**src/rtl/ps2_host_tx.sv**
```systemverilog
// ps2_host_tx: PS/2 host-to-device command transmitter with inhibit, request-to-send, ACK check and watchdog
module ps2_host_tx #(
  parameter int INHIBIT_CYCLES = 5000,
  parameter int RTS_CYCLES = 16,
  parameter int FILTER_CYCLES = 8,
  parameter int TIMEOUT_CYCLES = 750000
) (
  input  logic       clk,
  input  logic       rst,
  input  logic       tx_valid,
  input  logic [7:0] tx_data,
  output logic       tx_ready,
  input  logic       ps2_clk_in,
  input  logic       ps2_data_in,
  output logic       ps2_clk_oe,
  output logic       ps2_data_oe,
  output logic       busy,
  output logic       tx_done,
  output logic       tx_error
);
  typedef enum logic [2:0] {IDLE, INHIBIT, RTS, SEND, ACK, RELEASE, DONE} state_t;
  localparam int CW = $clog2((INHIBIT_CYCLES > RTS_CYCLES ? INHIBIT_CYCLES : RTS_CYCLES) + 1);
  localparam int FW = $clog2(FILTER_CYCLES + 1);
  localparam int WW = $clog2(TIMEOUT_CYCLES + 1);
  state_t state, nxt;
  logic [1:0] clk_sy, data_sy;
  logic clk_s, data_s, filt, fall, active, wd_exp, err;
  logic [FW-1:0] fcnt;
  logic [CW-1:0] cnt;
  logic [WW-1:0] wd;
  logic [10:0] sh;
  logic [3:0] bitn;
  assign clk_s = clk_sy[1];
  assign data_s = data_sy[1];
  assign fall = filt & ~clk_s & (fcnt == FW'(FILTER_CYCLES - 1));
  assign active = (state == SEND) || (state == ACK) || (state == RELEASE);
  assign wd_exp = active && (wd == WW'(TIMEOUT_CYCLES - 1));
  assign tx_ready = state == IDLE;
  assign busy = state != IDLE;
  assign ps2_clk_oe = (state == INHIBIT) || (state == RTS);
  assign ps2_data_oe = (state == RTS) || ((state == SEND) && !sh[0]);
  assign tx_done = state == DONE;
  assign tx_error = (state == DONE) && err;
  // two-flop synchronizers; lines idle high
  always_ff @(posedge clk) begin
    if (rst) begin
      clk_sy <= 2'b11;
      data_sy <= 2'b11;
    end else begin
      clk_sy <= {clk_sy[0], ps2_clk_in};
      data_sy <= {data_sy[0], ps2_data_in};
    end
  end
  // clock deglitch: accept a new level only after it has persisted FILTER_CYCLES samples
  always_ff @(posedge clk) begin
    if (rst) begin
      filt <= 1'b1;
      fcnt <= '0;
    end else if (clk_s == filt) begin
      fcnt <= '0;
    end else if (fcnt == FW'(FILTER_CYCLES - 1)) begin
      filt <= clk_s;
      fcnt <= '0;
    end else begin
      fcnt <= fcnt + 1'b1;
    end
  end
  // state register
  always_ff @(posedge clk) begin
    if (rst) state <= IDLE;
    else state <= nxt;
  end
  // next-state logic; watchdog expiry preempts every wait on the device
  always_comb begin
    nxt = state;
    case (state)
      IDLE:    nxt = tx_valid ? INHIBIT : IDLE;
      INHIBIT: nxt = (cnt == CW'(INHIBIT_CYCLES - 1)) ? RTS : INHIBIT;
      RTS:     nxt = (cnt == CW'(RTS_CYCLES - 1)) ? SEND : RTS;
      SEND:    nxt = wd_exp ? DONE : (fall && bitn == 4'd9) ? ACK : SEND;
      ACK:     nxt = wd_exp ? DONE : fall ? RELEASE : ACK;
      RELEASE: nxt = (wd_exp || (filt && data_s)) ? DONE : RELEASE;
      DONE:    nxt = IDLE;
      default: nxt = IDLE;
    endcase
  end
  // phase counter, watchdog, frame shifter and error flag
  always_ff @(posedge clk) begin
    if (rst) begin
      cnt <= '0;
      wd <= '0;
      sh <= '0;
      bitn <= '0;
      err <= 1'b0;
    end else begin
      cnt <= (state == nxt && (state == INHIBIT || state == RTS)) ? cnt + 1'b1 : '0;
      wd <= (active && !fall) ? wd + 1'b1 : '0;
      if (state == IDLE && tx_valid) begin
        sh <= {1'b1, ~^tx_data, tx_data, 1'b0};
        bitn <= '0;
        err <= 1'b0;
      end
      if (state == SEND && fall) begin
        sh <= {1'b1, sh[10:1]};
        bitn <= bitn + 1'b1;
      end
      if (state == ACK && fall) err <= data_s;
      if (wd_exp) err <= 1'b1;
    end
  end
endmodule

```
**config.mk**
```make
export PLATFORM = sky130hd
export DESIGN_NAME = ps2_host_tx
export DESIGN_NICKNAME = d
export VERILOG_FILES = /design/src/rtl/ps2_host_tx.sv
export SDC_FILE = /design/constraint.sdc
export NUM_CORES = 1
export LEC_CHECK = 0
export ABC_AREA = 1
export CORE_ASPECT_RATIO = 1.2
export CORE_UTILIZATION = 60
export DETAILED_ROUTE_END_ITERATION = 10
export PLACE_DENSITY = 0.82
export SLEW_MARGIN = 15
export SYNTH_ARGS = -nofsm -noshare
export SYNTH_HDL_FRONTEND = slang
export SYNTH_SLANG_ARGS = --single-unit
```
**constraint.sdc**
```tcl
create_clock -name clk -period 5.07 [get_ports clk]
set_input_delay 1.014 -clock clk [delete_from_list [all_inputs] [get_ports clk]]
set_output_delay 1.014 -clock clk [all_outputs]
set_load 0.05 [all_outputs]
```
; Yosys cells after proc, flatten, opt, wreduce, memory -nomap -nowiden
; Cells that the tools add are included.
[totals]
wordCells = 75
reg_bits = 61
output_inout_bits = 6
[op_classes]
reduce_logical = 26
n_addsub = 4
n_bitwise = 6
n_eq_ne = 13
mux = 16
[ops]
columns = cell, n
row1 = $mux 11, 2
row2 = $add 20x1->20 const B, 1
row3 = $eq 20x20->1 const B, 1
row4 = $pmux 3 s6, 1
row5 = $add 13x1->13 const B, 1
row6 = $eq 13x13->1 const B, 1
row7 = $eq 13x4->1 const B, 1
row8 = $logic_and 1x1->1, 10
row9 = $eq 3x3->1 const B, 3
row10 = $add 4x1->4 const B, 2
row11 = $mux 4, 2
row12 = $reduce_xnor 8->1, 1
row13 = $eq 3x2->1 const B, 2
row14 = $mux 1, 6
row15 = $mux 2, 3
row16 = $mux 3, 2
row17 = $reduce_bool 3->1, 2
row18 = $logic_or 1x1->1, 5
row19 = $eq 4x3->1 const B, 1
row20 = $eq 4x4->1 const B, 1
row21 = $not 1->1, 4
row22 = $reduce_or 2->1, 2
row23 = $eq 3x1->1 const B, 1
row24 = $eq 3x3->1, 1
row25 = 7 further kinds, 9

; Logic depth before layout (Yosys ltp)
; Gate-level depths: netlist (run 1).
[logic_depth]
depth_word = 11
mapped_depth = 13
ltp_nobuf = 12

; Least setup slack after synthesis (run 1)
; No wires, ideal clock.
[synth_path]
kind = flip-flop to output port
startpoint = reg state[2]
endpoint = out tx_error
arrival_time_ns = 2.248
t_required_ns = 4.056
slack_ns = 1.808
path_buffers = 0
stages_incl_launch_ff = 4
cell_sequence = dfxtp_1 > inv_2 > nor3_1 > and2_1
[synth_between]
elab_chain_len = 2
[synth_lines]
columns = item, line
row1 = start: declaration, 25  ; state_t state, nxt;
row2 = start signal: assignment, 71  ; else state <= nxt;
row3 = $eq 3x3->1, n/a
row4 = named net tx_done, 18  ; output logic tx_done,
row5 = $logic_and 1x1->1, 43  ; assign tx_error = (state == DONE) && err;
row6 = end: declaration, 19  ; output logic tx_error
; The timed path passes the listed nets, and every way through them passes these cells.

; Final worst setup path (run 1)
[layout_path]
startpoint = reg state[2]
endpoint = out tx_error
[layout_between]
elab_chain_len = 2
[layout_lines]
columns = item, line
row1 = $eq 3x3->1, 43
row2 = $logic_and 1x1->1, 43
; Every way passes these cells.

==> results.md, run 1 <==
- The flow ran to the end, and the final reports show no timing, DRC or antenna violations.
- The max-capacitance violation count is 0.
- Hold repair after CTS inserted 0 buffers.
- The largest buffer count on any clock path is 2.
- The die is 80.8 microns tall.
- The post-synthesis register bit count is 61.
- The share of the core filled with cells is around 70%.
- After detailed routing, the average wire length per cell comes to about 11 microns.
- The worst setup path is of the reg -> out kind.
- The count of final max-slew check failures is 0.
- The starting density of the core is a little over three fifths.
- The post-synthesis instance area is around 3100 sq um.
- The class of the most critical hold timing path is reg -> reg.
- The most common cell in the synthesized netlist is nand2_1.
- Of all flip-flops after synthesis, the portion carrying an async set or reset was 0%.
- After legalization and detailed placement, the total HPWL measured 4190 microns.
- The maximum frequency from static timing analysis is between 300 and 400 MHz.
- The total number of H-tree levels is 3.
- The number of nets produced by synthesis is 451.
- Gates resized during post-CTS repair numbered 0.
- The count of vias placed by the detailed router is ~2700.
- The die covers approximately 5500 sq um.
- Counting the buffers created by CTS gives 9.
- The post-synthesis instance total is approximately 430.
- TritonCTS built the clock tree.
- The transition time at the pin with the least slew margin is between 0.7 and 0.8 ns.
- The area of combinational cells with multiple inputs is 1610 sq um.
- The worst setup slack after placement is 2.20 ns.
- The number of clock sinks is a little over 60.
- The x dimension of the die is about 68 microns.
- The number of global-route vias before repair is approximately 2400.
- The element type at the critical path start is a flip-flop.
- The final-report setup violation count is 0.
- Counting distinct cell types in the post-synthesis netlist gives 38.
- Counting the fill cells in the layout gives roughly 420.
- Across the VDD grid, the largest voltage drop is 0.000256 V.
- The area added between synthesis and finish is 12.0%.
- In the synthesized netlist the dominant register cell turns out to be dfxtp_1.
- At the worst endpoint, the required time is around 4.1 ns.
- For this run, design rule violations remaining after detail routing come to 0.
- The count of buffers added by post-CTS timing repair for setup is 0.
- The worst setup margin is 1.91 ns.
- Data on the critical path arrives at its endpoint at between 2 and 2.5 ns.
- The leading area contributor after synthesis is dfxtp_1.
- The CTS clock-pin slew for the worst setup and hold paths is ~0.06 ns.
- By area the synthesized netlist is led by dfxtp_1 (39%), nand2_1 (13%), inv_1 (6.4%).
- STA classifies the critical path endpoint as an output port.
- The root buffer cell is clkbuf_8.
- The shortest clock period the worst path allows after layout is roughly 3.2 ns.
- The fraction of final layout cells sized beyond drive strength 1 is about an eighth.
- The DRC violation total after the first TritonRoute iteration is 157.
- The routability congestion estimate from global placement is between 0.8 and 0.9.
- The number of placed I/O pins is 19.
- The largest net degree at the start of global routing is 22.
- Counting flops with a built-in enable in the synthesized netlist gives 0.
- The total power is a little over 900 uW.
- The mean instance size in the synthesized netlist is between 7 and 8 sq um.
- The area share of the leading cell type in the synthesized netlist is between 30 and 40%.
- Once detail routing completed, the nets flagged for antenna violations numbered 0.
- The post-layout net count is about 470.
- The relative max-transition margin is between 50% and 60%.
- The commonest cells after synthesis are nand2_1 (106), dfxtp_1 (61), inv_1 (53).
- The final-report hold violation count is 0.
- The total overflow reported by the global router is 0.
- The number of warnings printed during yosys synthesis is 0.
- The core region is between 4000 and 5000 sq um.
- After detailed routing, the number of vias per cell comes to between 5 and 6.
- The final clock skew is approximately 0.0073 ns.
- In the global route stage, overall resource usage came out at a little under a quarter.
- The accumulated negative setup slack is 0 ns.
- Dividing total power by cell area gives a power density of 266 nW/um^2.
- The first global-routing pass estimated 9870 microns of wire.
- For the worst-skew pair, the clock arrives at the later sink with an insertion delay of about 0.34 ns.
- Along the worst path, the maximum fanout reaches 6.
- The repair_antennas step left the layout with diodes totalling 0.
- After synthesis, flip-flops and latches occupy a little under 40% of the total area.
- Port buffering added 18 buffers.
- Setup repair after global routing left no endpoint under its margin.
- The routed design has about 5900 microns of wire.
- The iteration count of the initial detailed-routing pass is 4.
- The number of placement rows is 28.
- The initial antenna violation count was 0.
- In the finished design, the share of the clock period the worst path needs comes to 62.4%.
- Summed over all cells, the static leakage comes to 0.00134 uW.
- The footprint of the flip-flops and latches is about 1200 sq um.
metrics by stage:
| stage | hold slack (ns) | cells | cell area [sq um] |
|---|---|---|---|
| floorplan | 0.389 | 432 | 3110 |
| global placement | 0.391 | 504 | 3320 |
| detailed placement | 0.397 | 504 | 3320 |
| CTS | 0.412 | 519 | 3480 |
| global route | 0.423 | 519 | 3480 |
| finish | 0.411 | 519 | 3480 |
state kept, by name, indices dropped and copies added (netlist names):
register / flops
wd: 20
cnt: 13
sh: 11
bitn: 4
fcnt: 4
state: 3
clk_sy: 2
data_sy: 2
err: 1
filt: 1
path summary, 6_finish.rpt:
check	from	end	slack (ns)	cells past startpoint
max	state[2]	tx_error	1.91	4
min	data_sy[0]	data_sy[1]	0.41	1
max reg2reg	fcnt[0]	sh[10]	2.94	10
min reg2reg	data_sy[0]	data_sy[1]	0.41	1
placed cells by master (no fill, tap or decap), types with 3 or more instances in the layout:
master	instances
nor2_1	51
nand4_1	3
ha_1	6
inv_2	6
nor2_2	6
nor3b_1	3
nor3_2	12
clkdlybuf4s50_1	18
nand3_2	4
a21oi_1	17
nand3_1	19
clkbuf_8	10
nand2_2	6
clkbuf_1	3
dfxtp_1	61
inv_1	53
nand2_1	106
xor2_1	14
o21ai_0	11
xnor2_1	7
a31oi_1	8
or2_2	7
nor3_1	10
layout make-up:
type | instances | area share, %
multi-input combinational | 304 | 46.4
sequential | 61 | 35.1
inverter | 60 | 6.47
timing repair buffer | 19 | 5.39
clock buffer | 13 | 4.28
tap | 60 | 2.16
clock inverter | 2 | 0.287
kinds of logic (layout without fill, tap and decap cells):
family	count (synthesis)	after routing	share of synthesized area, %
and+or+nand+nor	234	234	35.7
buffers and inverters	67	94	8.78
DFF	61	61	39.3
AOI/OAI and AO/OA	43	43	7.85
xor gates and xnor gates	21	21	5.92
adders and majority gates	6	6	2.42
per-layer routing:
layer	vias to the layer above	wire [microns]	GRT usage, %
li1	1419	-	-
met1	1220	2710	26.9
met2	42	2850	40.5
met3	11	167	6.46
met4	0	131	12.3
met5	-	0	0
report_power, final:
group	switching, uW	internal (uW)
clock network	175	187
registers	5.12	488
logic	44.6	28.3
total	224	703
worst max-delay path: stages, from the launching register on:
cell and delay, ns:
dfxtp_1 0.47, inv_2 0.13, nor3_1 0.25, and2_1 0.16
clkdlybuf4s50_1 0.79
No activity file was read; power rests on OpenSTA's default activity.
==> run 2, diff against run 1 <==
--- a/config.mk
+++ b/config.mk
@@ -7,9 +7,9 @@
 export LEC_CHECK = 0
 export ABC_AREA = 1
 export CORE_ASPECT_RATIO = 1.2
-export CORE_UTILIZATION = 60
+export CORE_UTILIZATION = 59
 export DETAILED_ROUTE_END_ITERATION = 10
-export PLACE_DENSITY = 0.82
+export PLACE_DENSITY = 0.81
 export SLEW_MARGIN = 15
 export SYNTH_ARGS = -nofsm -noshare
 export SYNTH_HDL_FRONTEND = slang
==> constraint.sdc (replaced) <==
create_clock -name clk -period 3.2 [get_ports clk]
set_input_delay 0.64 -clock clk [delete_from_list [all_inputs] [get_ports clk]]
set_output_delay 0.64 -clock clk [all_outputs]
set_load 0.05 [all_outputs]
==> run 2 against run 1 <==
Routed wire length increased by 2.8%. Register-to-register slack worse by 1.8 ns. Count of clock-buffer cells in the layout unchanged. Highest routed layer unchanged. Flip-flop and latch count did not move. Cell count rose by 0.39%. Worst setup slack worse by 1.5 ns. Sequential power rose by 59%.
==> results.md, run 2 (same netlist as run 1, synthesis figures left out) <==
- The run finished with clean final reports.
- The library cell used most frequently in the layout, excluding fill and tap cells, is nand2_1.
- The remaining antenna violation count is 0.
- The area added between synthesis and finish is 14.0%.
- The worst setup path is launched from a flip-flop.
- The floorplan has 28 rows.
- In the final layout, the registers with the most flip-flops are wd: 20 flops, cnt: 13 flops, sh: 11 flops.
- The endpoint arrival time on the critical path is between 2 and 2.5 ns.
- Summing internal, switching and leakage power gives between 1500 and 2000 uW.
- The initial antenna violation count is 0.
- The max-capacitance violation count is 0.
- The final clock skew is around 0.0090 ns.
- The starting density of the core is ~62%.
- The register with the most flip-flops in the layout has 20 of them.
- The largest net degree at the start of global routing is 21.
- After clock tree synthesis, the clock-pin slew on the worst setup and hold paths is 0.06 ns.
- The count of vias placed by the detailed router is 2710.
- The total overflow reported by the global router is 0.
- The cell sitting at the root of the clock tree is a clkbuf_8.
- Hold repair after CTS inserted 0 buffers.
- The final-report setup violation count is 0.
- The slowest cell on the critical path is clkdlybuf4s50_1.
- The x dimension of the die is between 60 and 70 microns.
- The class of the most critical hold timing path is reg -> reg.
- Across the VDD grid, the largest voltage drop is just over 0.0003 V.
- The insertion delay to the later sink of the worst-skew pair is between 0.3 and 0.4 ns.
- Power spread over the standard cell area amounts to between 400 and 500 nW/um^2.
- In the final layout, the share of cells above drive strength 1 is 13.2%.
- The largest fanout of any net on the critical path is 6.
- The first TritonRoute pass finished after 4 iterations.
- The endpoint type of the worst setup path is an output port.
- The floorplan step set the die height to between 80 and 90 microns.
- Together, buffers and inverters on the worst path number 2.
- The transition time at the pin with the least slew margin is ~0.73 ns.
- Setup repair after global routing left no endpoint under its margin.
- Port buffering added 18 buffers.
- The number of gates given a new drive strength after cts is 0.
- The wire length of the first global-routing pass is between 10000 and 15000 microns.
- The number of cells in the design after placement is 505.
- For this run, the top clock speed supported by timing is roughly 360 MHz.
- The number of global-route vias before repair is about 2500.
- The final-report hold violation count is 0.
- The die covers ~5600 sq um.
- For this block, the routed nets add up to approximately 6000 microns of wire.
- The signal on the critical path passes through inv_2, nor3_1, and2_1, clkdlybuf4s50_1.
- The first routing iteration left 109 violations.
- TritonCTS built the clock tree.
- The number of clock sinks is between 60 and 70.
- Dividing the detail-routed wire length by the instance count gives approximately 12 microns.
- The count of final max-slew check failures is 0.
- The area of the placeable core is between 5000 and 6000 sq um.
- The final cell count without fillers is between 500 and 600.
- The remaining routing DRC violations is 0.
- Global routing consumed, over all layers together, around a quarter of the routing resources.
- At the worst endpoint, the required time is 2.56 ns.
- The top register by number of flip-flops is wd.
- The final layout contains about 480 nets.
- The number of placed I/O pins is 19.
- After detailed routing, the number of vias per cell comes to around 5.2.
- The routability congestion estimate from global placement is roughly 0.93.
- For the final routed database, the setup TNS stands at 0 ns.
- The shortest clock period the worst path allows after layout is between 2 and 3 ns.
- The number of diodes is 0.
- The count of buffers added by post-CTS timing repair for setup is 0.
- On the worst path, the slowest cell contributes a delay of 0.79 ns.
- The largest buffer count on any clock path is 2.
- The total number of H-tree levels is 3.
- The total CTS buffers is 9.
- The share of the clock period used by the worst path after layout is ~90%.
- The top cell types in the final layout, fill and taps aside, are nand2_1 (106), dfxtp_1 (61), inv_1 (53).
- The cell family contributing the most delay on the critical path is buffers and inverters.
- The worst pin sits at a relative slew slack of between 50% and 60%.
- The static leakage power is about 0.0014 uW.
- The category of the critical setup timing path is reg -> out.
- The post-detailed-placement half-perimeter wirelength is approximately 4300 microns.
run 2: cell types whose count changed in the layout (fill, tap and decap cells not counted):
cell        change
buf_4           +1
bufinv_16       +1
clkbuf_1        -2
clkbuf_8        +2
clkinv_2        -1
clkinvlp_4      +1
run 2: per-stage QoR:
step	cell area, sq um	setup WS, ns	util [%]	hold slack [ns]
2_1_floorplan	3110	0.312	-	0.389
6_report	3540	0.399	70.7	0.415
3_5_place_dp	3330	0.729	66.5	0.401
4_1_cts	3540	0.356	70.7	0.419
3_3_place_gp	3330	0.776	66.5	0.393
5_1_grt	3540	0.291	70.7	0.426
run 2: final cells by class:
cell class                      count  area (sq um)
Fill cell                         439          1470
Clock inverter                      3          42.5
Timing Repair Buffer               20           195
Tap cell                           60          75.1
Inverter                           60           225
Sequential cell                    61          1220
Clock buffer                       13           169
Multi-Input combinational cell    304          1610
run 2: where the power goes:
part	internal [uW]	total (uW)	switching [uW]	leakage, uW
combinational	45.7	117	71.4	0.000768
clock	422	713	290	0.000106
sequential	773	782	8.45	0.000494
total	1240	1610	370	0.00137
run 2: worst paths after layout:
path                  start        end  slack, ns  depth (start not counted)
hold reg to reg   clk_sy[0]  clk_sy[1]       0.42                          1
setup reg to reg    fcnt[0]     sh[10]       1.11                         10
setup / recovery   state[2]   tx_error       0.40                          4
hold / removal    clk_sy[0]  clk_sy[1]       0.42                          1
run 2: per-layer routing:
layer | wire length (microns) | vias up | track usage (%)
met1 | 2610 | 1239 | 26.6
li1 | - | 1418 | -
met3 | 192 | 11 | 8.33
met2 | 3110 | 42 | 41.6
met5 | 0 | - | 0
met4 | 124 | 0 | 11.7
==> run 3, diff against run 2 <==
--- a/config.mk
+++ b/config.mk
@@ -7,9 +7,9 @@
 export LEC_CHECK = 0
 export ABC_AREA = 1
 export CORE_ASPECT_RATIO = 1.2
-export CORE_UTILIZATION = 59
+export CORE_UTILIZATION = 53
 export DETAILED_ROUTE_END_ITERATION = 10
-export PLACE_DENSITY = 0.81
+export PLACE_DENSITY = 0.77
 export SLEW_MARGIN = 15
 export SYNTH_ARGS = -nofsm -noshare
 export SYNTH_HDL_FRONTEND = slang
==> constraint.sdc (replaced) <==
create_clock -name clk -period 2.3 [get_ports clk]
set_input_delay 0.46 -clock clk [delete_from_list [all_inputs] [get_ports clk]]
set_output_delay 0.46 -clock clk [all_outputs]
set_load 0.05 [all_outputs]
==> run 3 against run 2 <==
Combinational power increased by 42%. Total power increased by 37%. Worst setup slack got worse by 0.14 ns. Critical path depth unchanged. Clock skew increased by 0.0025 ns. Utilization decreased by 7.5 points.
==> results.md, run 3 (same netlist as run 1, synthesis figures left out) <==
- The run finished with clean final reports.
- Adding up every negative setup slack in the final design gives 0 ns.
- The uppermost layer routed is met4.
- The wire length on met1 is approximately 2800 microns.
- The remaining routing DRC violations is 0.
- Row generation in the floorplan step produced 30 rows.
- The largest buffer count on any clock path is 2.
- The area of combinational cells with multiple inputs is ~1600 sq um.
- Clock skew on the completed layout was measured at roughly 0.011 ns.
- The signal on the critical path passes through inv_2, nand3_2, o21ai_0, buf_4.
- The count of final max-slew check failures is 0.
- The count of vias placed by the detailed router is about 2700.
- The quantity of I/O buffers inserted on ports is 18.
- The number of clock sinks is 61.
- STA classifies the critical path startpoint as a flip-flop.
- The capture point of the worst path is ps2_data_oe.
- The routed length on met3 is about 160 microns.
- The internal power component is 1640 uW.
- The top register by number of flip-flops is wd.
- The count of buffers added by post-CTS timing repair for setup is 0.
- The initial antenna violation count was 0.
- CTS built an H-tree with a depth of 3.
- The top cell types in the final layout, fill and taps aside, are nand2_1 (106), dfxtp_1 (61), inv_1 (53).
- The maximum frequency from static timing analysis is between 400 and 500 MHz.
- The transition time at the pin with the least slew margin is between 0.4 and 0.5 ns.
- The CTS clock-pin slew for the worst setup and hold paths is 0.07 ns.
- The category of the critical setup timing path is reg -> out.
- The core region is 5670 sq um.
- The final-report hold violation count is 0.
- The largest fanout of any net on the critical path is 6.
- On the critical path, the stage with the largest delay is an instance of dfxtp_1.
- The max-capacitance violation count is 0.
- STA classifies the critical path endpoint as an output port.
- The amount of wire on met2 after detailed routing is between 3000 and 4000 microns.
- Once the floorplan was initialized, standard cells occupied 54.8% of the core.
- The most frequent standard cell in the layout excluding fill and tap cells is nand2_1.
- The combinational fraction of design power is under 10%.
- The endpoint arrival time on the critical path is between 1.5 and 2 ns.
- The TritonCTS clock tree is done.
- In this design, the stage delay of the slowest critical-path cell is 0.39 ns.
- The total of hold buffers inserted after clock tree synthesis is 0.
- During I/O placement, the number of pins put on the boundary was 19.
- The insertion delay to the later sink of the worst-skew pair is roughly 0.35 ns.
- The clock network fraction of design power is 43.3%.
- The number of gates resized after CTS was 0.
- The share of the core filled with cells is 63.2%.
- The via count normalized by instance count is between 5 and 6.
- In the final layout, the registers with the most flip-flops are wd: 20 flops, cnt: 13 flops, sh: 11 flops.
- The remaining antenna violation count is 0.
- Tracing the worst setup path back leads to its startpoint at state[2].
- The share of the clock period used by the worst path after layout is around nine tenths.
- The routability congestion estimate from global placement is around 0.9.
- The sequential cell fraction of total power is 49.2%.
- The detailed-route wire length per cell is 11.5 microns.
- The full die area is roughly 6200 sq um.
- The total CTS buffers is 9.
- The tightest min-delay check is of the reg -> reg type.
- The total overflow reported by the global router is 0.
- Measured along the x axis, the die boundary spans ~72 microns.
- Summed over all nets, the half-perimeter wirelength after detailed placement is ~4500 microns.
- The cell depth of the worst flop-to-flop path is 12.
- The number of global-route vias before repair was about 2600.
- The power per standard cell area is 617 nW/um^2.
- The flop-to-flop setup slack is 0.33 ns.
- The wire length of the first global-routing pass is 10800 microns.
- From synthesis to final layout, the design area changed by 15.2%.
- Measured against its own limit, the worst slew margin works out to 69.9%.
- The overall die height is between 80 and 90 microns.
- The shortest clock period the worst path allows after layout is between 2 and 2.5 ns.
- The overall routing resource usage is ~22%.
- Fill cells in the final layout number 507.
- The number of flip-flops in the largest register is 20.
- Setup violations remaining at the end of the flow were counted as 0.
- The sequential cells in the finished layout cover a total of around 1200 sq um.
- The DRC violation total after the first TritonRoute iteration is 118.
- The tree is rooted in a clkbuf_8.
- The number of antenna diodes in the final layout is 0.
- The iteration count of the initial detailed-routing pass is 4.
- Setup repair after global routing left no endpoint under its margin.
- Data on the critical path is required at its endpoint by between 1.5 and 2 ns.
- In this run the power spent charging and discharging nets is approximately 570 uW.
- The fraction of final layout cells sized beyond drive strength 1 is between 10% and 20%.
- The worst setup slack after placement is about 0.28 ns.
- For this block, the routed nets add up to 6240 microns of wire.
- The startpoint identified for the worst register-to-register timing path is fcnt[0].
- The worst path meets setup with 0.263 ns of slack.
- The largest vdd supply drop is 0.000345 V.
- Entering global routing, the biggest net connects 16 pins.
- The capturing point of the worst reg2reg path is cnt[0].
- The post-layout net count is about 480.
- The analysis attributes to cell leakage a power of ~0.0014 uW.
- In this run switching power makes up roughly a quarter of total power.
run 3: cell count changes in the layout (fill, tap and decap cells not counted):
| cell | previous run | this run |
|---|---|---|
| buf_12 | 0 | 1 |
| inv_6 | 0 | 1 |
| clkdlybuf4s50_1 | 18 | 12 |
| clkinv_4 | 0 | 3 |
| nor3_2 | 12 | 13 |
| buf_4 | 2 | 10 |
| clkbuf_1 | 1 | 0 |
| clkinv_2 | 1 | 2 |
| clkinvlp_4 | 1 | 0 |
| nor3_1 | 10 | 9 |
| clkbuf_8 | 12 | 9 |
run 3: power by group through the flow:
| stage | Combinational [uW] | Clock [uW] | Sequential (uW) |
|---|---|---|---|
| finish | 166 | 957 | 1090 |
| global route | 183 | 1010 | 1090 |
| CTS | 167 | 967 | 1090 |
| detailed placement | 166 | 0 | 1110 |
| global placement | 162 | 0 | 1110 |
| floorplan | 120 | 0 | 1110 |
run 3: cell type report:
cell class	count	area share, %
well taps	80	2.80
inverters	60	6.29
flip-flops and latches	61	34.1
clock buffers	9	3.46
clock inverters	7	2.10
multi-input cells	304	45.2
repair buffers	23	6.01
run 3: worst min-delay path by stage:
stage                           from         end  slack, ns  depth (start not counted)
after floorplan            clk_sy[0]   clk_sy[1]       0.39                          1
final                     data_sy[0]  data_sy[1]       0.41                          1
after global routing      data_sy[0]  data_sy[1]       0.42                          1
after global placement     clk_sy[0]   clk_sy[1]       0.39                          1
after detailed placement  data_sy[0]  data_sy[1]       0.39                          1
after CTS                 data_sy[0]  data_sy[1]       0.41                          1
run 3: metrics by stage:
stage	power (uW)	cell area (sq um)	cells	hold WS, ns
floorplan	1230	3110	432	0.389
global placement	1270	3380	528	0.391
detailed placement	1280	3380	528	0.392
CTS	2220	3580	544	0.410
global route	2280	3580	544	0.420
finish	2210	3580	544	0.410
run 3: critical path, delay by kind of cell (launching register included):
family | cells | cell delay, ns
DFF | 1 | 0.39
buffers and inverters | 2 | 0.42
AOI/OAI and AO/OA | 1 | 0.31
and+or+nand+nor | 1 | 0.12
run 3: routing by layer:
layer / vias to the layer above / global-route usage [%]
met2: 50 / 39.1
met4: 0 / 11.6
li1: 1420 / -
met5: - / 0
met3: 16 / 4.35
met1: 1243 / 25.2
